[src/rtl/mem_arb_pkg.sv]
// mem_arb_pkg
//   Shared types for the memory arbiter: FSM state encoding and the
//   arbitration mode selectors used by the ARB_MODE parameter.
package mem_arb_pkg;

  typedef enum logic [1:0] {
    IDLE   = 2'd0,
    ACCESS = 2'd1,
    RESP   = 2'd2
  } arb_state_t;

  localparam int ARB_FIXED = 0;
  localparam int ARB_RR    = 1;

endpackage

[src/rtl/mem_arbiter_rr_pick.sv]
// rr_pick
//   Combinational picker: finds the first set request bit at or after
//   index 'start', wrapping from N-1 back to 0.
//   req   in  N   request vector
//   start in  IW  search start index (0 gives plain lowest-index priority)
//   gnt   out N   one-hot grant, zero when nothing requested
//   idx   out IW  index of the granted bit
//   vld   out 1   any request present
module rr_pick #(
  parameter int N  = 2,
  parameter int IW = 1
) (
  input  logic [N-1:0]  req,
  input  logic [IW-1:0] start,
  output logic [N-1:0]  gnt,
  output logic [IW-1:0] idx,
  output logic          vld
);

  always_comb begin : pick
    int j;
    j   = 0;
    gnt = '0;
    idx = '0;
    vld = 1'b0;
    for (int i = 0; i < N; i++) begin
      j = int'(start) + i;
      if (j >= N) j = j - N;
      if (!vld && req[j]) begin
        vld    = 1'b1;
        gnt[j] = 1'b1;
        idx    = IW'(j);
      end
    end
  end

endmodule

[src/rtl/mem_arbiter.sv]
// mem_arbiter
//   Shares one word-wide RAM port between NUM_CH requesters. A winning
//   request is latched in IDLE, driven to the RAM in ACCESS until busy_o
//   drops (or the optional timeout expires), and completed with a one-cycle
//   ready (plus error on timeout) in RESP.
//   CLK, RST            clock / async active-high reset
//   ch_req/ch_wen       per-channel request and direction
//   ch_addr/ch_wdata    packed per-channel address / write data
//   ch_rdata            last read data returned
//   ch_ready/ch_err     one-hot completion / timeout pulses
//   Ren/Wen/ramaddr/ramstore/ramload/busy_o   RAM port
module mem_arbiter
  import mem_arb_pkg::*;
#(
  parameter int NUM_CH   = 2,
  parameter int ADDR_W   = 32,
  parameter int DATA_W   = 32,
  parameter int ARB_MODE = 0,
  parameter int TIMEOUT  = 0
) (
  input  logic                     CLK,
  input  logic                     RST,
  input  logic [NUM_CH-1:0]        ch_req,
  input  logic [NUM_CH-1:0]        ch_wen,
  input  logic [NUM_CH*ADDR_W-1:0] ch_addr,
  input  logic [NUM_CH*DATA_W-1:0] ch_wdata,
  output logic [DATA_W-1:0]        ch_rdata,
  output logic [NUM_CH-1:0]        ch_ready,
  output logic [NUM_CH-1:0]        ch_err,
  output logic                     Ren,
  output logic                     Wen,
  output logic [ADDR_W-1:0]        ramaddr,
  output logic [DATA_W-1:0]        ramstore,
  input  logic [DATA_W-1:0]        ramload,
  input  logic                     busy_o
);

  localparam int IW = $clog2(NUM_CH);
  localparam int CW = (TIMEOUT > 0) ? $clog2(TIMEOUT + 1) : 1;
  // Abort fires on the edge that closes the TIMEOUT-th ACCESS cycle.
  localparam logic [CW-1:0] CNT_LAST = CW'((TIMEOUT > 0) ? TIMEOUT - 1 : 0);

  arb_state_t state, state_nxt;

  logic [NUM_CH-1:0] pick_gnt, gnt_q;
  logic [IW-1:0]     pick_idx, ptr, start;
  logic              pick_vld;
  logic [ADDR_W-1:0] addr_q;
  logic [DATA_W-1:0] wdata_q, rdata_q;
  logic              wen_q, err_q;
  logic [CW-1:0]     cnt;
  logic              timeout_hit;

  assign start = (ARB_MODE == ARB_RR) ? ptr : '0;

  rr_pick #(.N(NUM_CH), .IW(IW)) u_pick (
    .req   (ch_req),
    .start (start),
    .gnt   (pick_gnt),
    .idx   (pick_idx),
    .vld   (pick_vld)
  );

  assign timeout_hit = (TIMEOUT > 0) && (state == ACCESS) && busy_o && (cnt == CNT_LAST);

  always_ff @(posedge CLK or posedge RST) begin
    if (RST) state <= IDLE;
    else     state <= state_nxt;
  end

  always_comb begin
    state_nxt = state;
    case (state)
      IDLE:    if (pick_vld) state_nxt = ACCESS;
      ACCESS:  if (!busy_o || timeout_hit) state_nxt = RESP;
      RESP:    state_nxt = IDLE;
      default: state_nxt = IDLE;
    endcase
  end

  // RAM strobes come straight from state so an async reset drops them at once.
  always_comb begin
    Ren      = 1'b0;
    Wen      = 1'b0;
    ch_ready = '0;
    ch_err   = '0;
    case (state)
      ACCESS: begin
        Ren = ~wen_q;
        Wen = wen_q;
      end
      RESP: begin
        ch_ready = gnt_q;
        if (err_q) ch_err = gnt_q;
      end
      default: ;
    endcase
  end

  always_ff @(posedge CLK or posedge RST) begin
    if (RST) begin
      addr_q  <= '0;
      wdata_q <= '0;
      rdata_q <= '0;
      wen_q   <= 1'b0;
      gnt_q   <= '0;
      err_q   <= 1'b0;
      cnt     <= '0;
      ptr     <= '0;
    end else begin
      case (state)
        IDLE: begin
          if (pick_vld) begin
            addr_q  <= ch_addr[int'(pick_idx)*ADDR_W +: ADDR_W];
            wdata_q <= ch_wdata[int'(pick_idx)*DATA_W +: DATA_W];
            wen_q   <= ch_wen[pick_idx];
            gnt_q   <= pick_gnt;
            err_q   <= 1'b0;
            cnt     <= '0;
            if (pick_idx == IW'(NUM_CH - 1)) ptr <= '0;
            else                             ptr <= pick_idx + 1'b1;
          end
        end
        ACCESS: begin
          if (!busy_o) begin
            if (!wen_q) rdata_q <= ramload;
          end else if (timeout_hit) begin
            err_q <= 1'b1;
          end else if (cnt != '1) begin
            cnt <= cnt + 1'b1;
          end
        end
        default: ;
      endcase
    end
  end

  assign ramaddr  = addr_q;
  assign ramstore = wdata_q;
  assign ch_rdata = rdata_q;

endmodule

[config.mk]
export PLATFORM = sky130hd
export DESIGN_NAME = mem_arbiter
export DESIGN_NICKNAME = d
export VERILOG_FILES = /design/src/rtl/mem_arb_pkg.sv /design/src/rtl/mem_arbiter_rr_pick.sv /design/src/rtl/mem_arbiter.sv
export SDC_FILE = /design/constraint.sdc
export NUM_CORES = 1
export LEC_CHECK = 0
export ABC_AREA = 1
export CAP_MARGIN = 0
export CELL_PAD_IN_SITES_DETAIL_PLACEMENT = 1
export CELL_PAD_IN_SITES_GLOBAL_PLACEMENT = 2
export CORE_AREA = 2 2 162 164
export CTS_CLUSTER_DIAMETER = 60
export DETAILED_ROUTE_END_ITERATION = 16
export DIE_AREA = 0 0 164 166
export PLACE_DENSITY_LB_ADDON = 0.1
export SYNTH_ARGS = -nofsm -noshare
export SYNTH_HDL_FRONTEND = slang
export SYNTH_HIERARCHICAL = 1
export SYNTH_SLANG_ARGS = --single-unit
[constraint.sdc]
create_clock -name CLK -period 3.9 [get_ports CLK]
set_clock_uncertainty 0.1 [all_clocks]
set_input_delay 0.39 -clock CLK [delete_from_list [all_inputs] [get_ports CLK]]
set_output_delay 0.39 -clock CLK [all_outputs]
set_load 0.1 [all_outputs]
After elaboration in Yosys (flattened, before gate mapping)

Cells that the tools add are included.

Flip-flop bits (word level): 101
Input port bits: 167
Output and inout bits: 102
Word-level logic and storage cells: 34

$lt $le $gt $ge: 1
Equal/unequal tests: 4
Shift operators: 2
Multiplexer cells: 13
Bitwise gates (word level): 2
Reduce and logical (&&, ||, !) cells: 6

Operator list:

| cell                 | number |
|---|---|
| $shiftx A64 B7 Y32   | 2 |
| $mux W1              | 8 |
| $mux W2              | 4 |
| $ne A2 B2 Y1 const B | 2 |
| $pmux W2 S2          | 1 |
| $reduce_and A2 Y1    | 2 |
| $reduce_and A3 Y1    | 1 |
| $eq A2 B1 Y1 const B | 1 |
| $eq A2 B2 Y1 const B | 1 |
| $logic_not A2 Y1     | 1 |
| $lt A1 B2 Y1 const B | 1 |
| $not A1 Y1           | 2 |
| $logic_and A1 B1 Y1  | 1 |
| $logic_not A1 Y1     | 1 |

Depth between registers and ports, before layout

Word-level depth: 6
Mapped depth: 10
Gate-level depth less buffers: 8

By module

Netlist, hierarchy kept.

By module, submodules not included:

| module      | instances | cells each | area each (µm²) | sequential area each (µm²) |
|---|---|---|---|---|
| mem_arbiter | 1         | 654        | 4744.6          | 2527.4 |
| rr_pick     | 1         | 14         | 55.1            | 0.0 |

Worst setup path after synthesis

No wires, ideal clock.

Path type: register to output
From: reg state[1]
To: out Ren
Arrival time: 1.920 ns
Data required time: 3.410 ns
Slack: 1.490 ns
Stages on the path, launching flop included: 4
Path buffers: 0
Cells stage by stage: dfrtp_1 > nor2_4 > inv_1 > nor2_1

Longest elaborated chain between the ends: 2

Ends and longest elaborated chain:

| element                | line              | text |
|---|---|---|
| start, declared        | mem_arbiter.sv:43 | `arb_state_t state, state_nxt;` |
| start signal, assigned | mem_arbiter.sv:68 | `else state <= state_nxt;` |
| $eq A2 B1 Y1           | mem_arbiter.sv:87 | `case (state)` |
| $mux W1                | mem_arbiter.sv:87 |  |
| end, declared          | mem_arbiter.sv:30 | `output logic Ren,` |

Every way passes these cells.

Worst setup path after layout

From: reg state[1]
To: out ch_ready[1]

Longest elaborated chain between the ends: 2

Ends and longest elaborated chain:

| element       | line              | text |
|---|---|---|
| $eq A2 B2 Y1  | mem_arbiter.sv:87 |  |
| $mux W2       | mem_arbiter.sv:87 |  |
| end, declared | mem_arbiter.sv:28 | `output logic [NUM_CH-1:0] ch_ready,` |

Every way passes these cells.

==> impl_metrics.csv <==
group,metric,value,unit
route,vias,5001,
global_routing,grt_pass1_wl,29300,um
timing,fmax,376,MHz
timing,fin_setup_tns,0,ns
cts,root_buffer,"clkbuf_16",
critical_path,worstSetupPathType,"flop to output port",
cts,cts.htree.levels,3,
cts,cts_hold_buf,0,
route,first_iter_violations,160,
global_routing,grt_pass1_vias,5392,
route,routed-wl-met3,1570,um
route,wl_per_cell,14.7,um
critical_path,timing.rr.end,"ch_rdata[21]",
finish,final_cell_mix,"467 x nand2_1, 264 x clkdlybuf4s50_1, 101 x dfrtp_1, 34 x nand3_1",
timing,post-route-period-util,68.2,%
finish,final_common_cell,"nand2_1",
logic_synthesis,synth_compound_area_share,0,%
logic_synthesis,ys_types,15,
global_routing,grt_overflow,0,
cts,clock_path_buffers,2,
route,drt_wl_total,18500,um
floorplanning,start_util,18.7,%
timing,slew-limit-headroom,30.0,%
timing,fin_crit,2.66,ns
finish,drive_above_1_share,4.00,%
critical_path,reg2reg_depth,4,
logic_synthesis,ys.warnings.count,6,
route,dr_wl_met2,8870,um
cts,cts_resized,0,
place,io_buffers,266,
hold_path,min-delay-path-class,"flop to flop",
floorplanning,num_rows,59,
logic_synthesis,syn_avg_cell_area,7.19,sq um
cts,cts_tree,"done",
critical_path,regToRegSetupSlack,1.35,ns
logic_synthesis,synth_top_family_by_area,"simple AND/OR/NAND/NOR gates",
timing,finalHoldViolations,0,
logic_synthesis,yosysSeqAreaShare,52.7,%
finish,fill_cells,3065,
global_routing,antenna_found_initial,0,
route,vias_per_cell,3.97,
place,gp_congestion,0.736,
critical_path,start_kind,"flop",
logic_synthesis,syn_inst,668,
critical_path,worstPathArrival,2.17,ns
cts,numCtsBuffers,9,
hold_path,hp-start,"ch_rdata[13]",
place,dp_hpwl,14200,um
critical_path,cp.required,3.41,ns
logic_synthesis,ys_ff_latch,101,
cts,postCtsSetupBuffers,0,
floorplanning,core-area,25600,sq um
logic_synthesis,syn-cell-area,4800,sq um
finish,syn_to_final_growth,68.3,%
floorplanning,die_w,164,um
floorplanning,ioPinCount,269,
logic_synthesis,synthAdderAreaFrac,0,%
logic_synthesis,yosys.area_share.simple,41.7,%
critical_path,path_max_fanout,5,
logic_synthesis,synth-xor-area-share,0,%
cts,clock_latency,0.34,ns
hold_path,hold-path-endpoint,"ch_rdata[13]",
finish,num_antenna_cells,0,
route,first_pass_iters,4,
logic_synthesis,muxShareOfSynthArea,0,%
route,drcViolationCount,0,
timing,rsz0062_at_grt,"no",
finish,nNetsFinal,1086,
route,highest_layer,"met4",
route,wl_met1,7840,um
run_status,run_status,"finished clean",
timing,tightest_slew,1.05,ns
hold_path,hold_depth,2,
global_routing,track_usage,13.7,%
global_routing,grt_max_degree,66,
timing,setup_violations,0,
floorplanning,die_area,27200,sq um
critical_path,end_kind,"output port",
cts,clock_sinks,101,
logic_synthesis,yosys-top-cells-area,"dfrtp_1 53%, nand2_1 37%, nand3_1 3.5%, buf_2 2.7%, buf_4 1.4%",
timing,final_max_slew_viol_count,0,
cts,clk_pin_slew,0.07,ns
job,cap_violations,0,
critical_path,r2r-start,"state[1]",
route,ant_nets,0,
floorplanning,die_h,166,um
logic_synthesis,synth_area_leader_cell,"dfrtp_1",
logic_synthesis,yosys.area.top_type_share,52.7,%
[state kept, by name, indices dropped and copies added, names as in the netlist]
signal	count
ch_rdata	32
ramaddr	32
ramstore	32
gnt_q	2
state	2
wen_q	1
[worst max-delay path: stages (launching register included)]
cell and delay (ns):
dfrtp_1 0.47, and3_1 0.19, clkdlybuf4s50_1 1.16
[layout make-up]
class	count	area, sq um	area share (%)
Clock buffer	12	267	3.30
Tap cell	335	419	5.19
Multi-Input combinational cell	522	2040	25.2
Sequential cell	101	2530	31.3
Timing Repair Buffer	274	2730	33.8
Clock inverter	4	52.6	0.650
Inverter	11	43.8	0.542
[layer usage]
metal  vias up  track usage, %
li1       2498               -
met1      2316            16.7
met2       175            23.0
met3        12            4.47
met4         0            3.55
met5         -               0
[how the worst max path moves through the flow]
stage               startpoint            to  slack [ns]  cells after the start
floorplan                  RST   ch_rdata[0]        0.76                      1
global placement     ch_req[0]   ramstore[7]        1.15                      9
detailed placement   ch_req[0]  ramstore[24]        1.06                      9
CTS                   state[0]   ch_ready[1]        1.21                      3
global route          state[1]  ch_rdata[19]        1.06                      4
finish                state[1]   ch_ready[1]        1.24                      2
[kinds of logic after synthesis]
logic type	Yosys count
flip-flops	101
other	1
buffers and inverters	50
AND/OR/NAND/NOR	516
[per-stage QoR]
step	instances	setup slack (ns)	hold WS, ns	utilization, %	area (sq um)
after detailed placement	1243	1.06	0.358	30.3	7760
after CTS	1259	1.21	0.377	31.5	8080
after global placement	1243	1.15	0.356	30.3	7760
after global routing	1259	1.06	0.394	31.5	8080
after floorplan	673	0.763	0.335	-	4820
final	1259	1.24	0.377	31.5	8080
[synth_stat cells]
| library cell | instances |
|---|---|
| nand3_1 | 34 |
| inv_1 | 9 |
| dfrtp_1 | 101 |
| buf_4 | 9 |
| and3_1 | 2 |
| nor2_4 | 1 |
| nand2_1 | 467 |
| buf_6 | 2 |
| inv_2 | 2 |
| conb_1 | 1 |
| clkbuf_1 | 2 |
| nor2_2 | 2 |
| buf_2 | 26 |
| nand2_2 | 1 |
| nor2_1 | 9 |
Power is left out: the tool's default activity adds up to more than one toggle a clock period on the data nets, which glitch-free logic cannot reach.
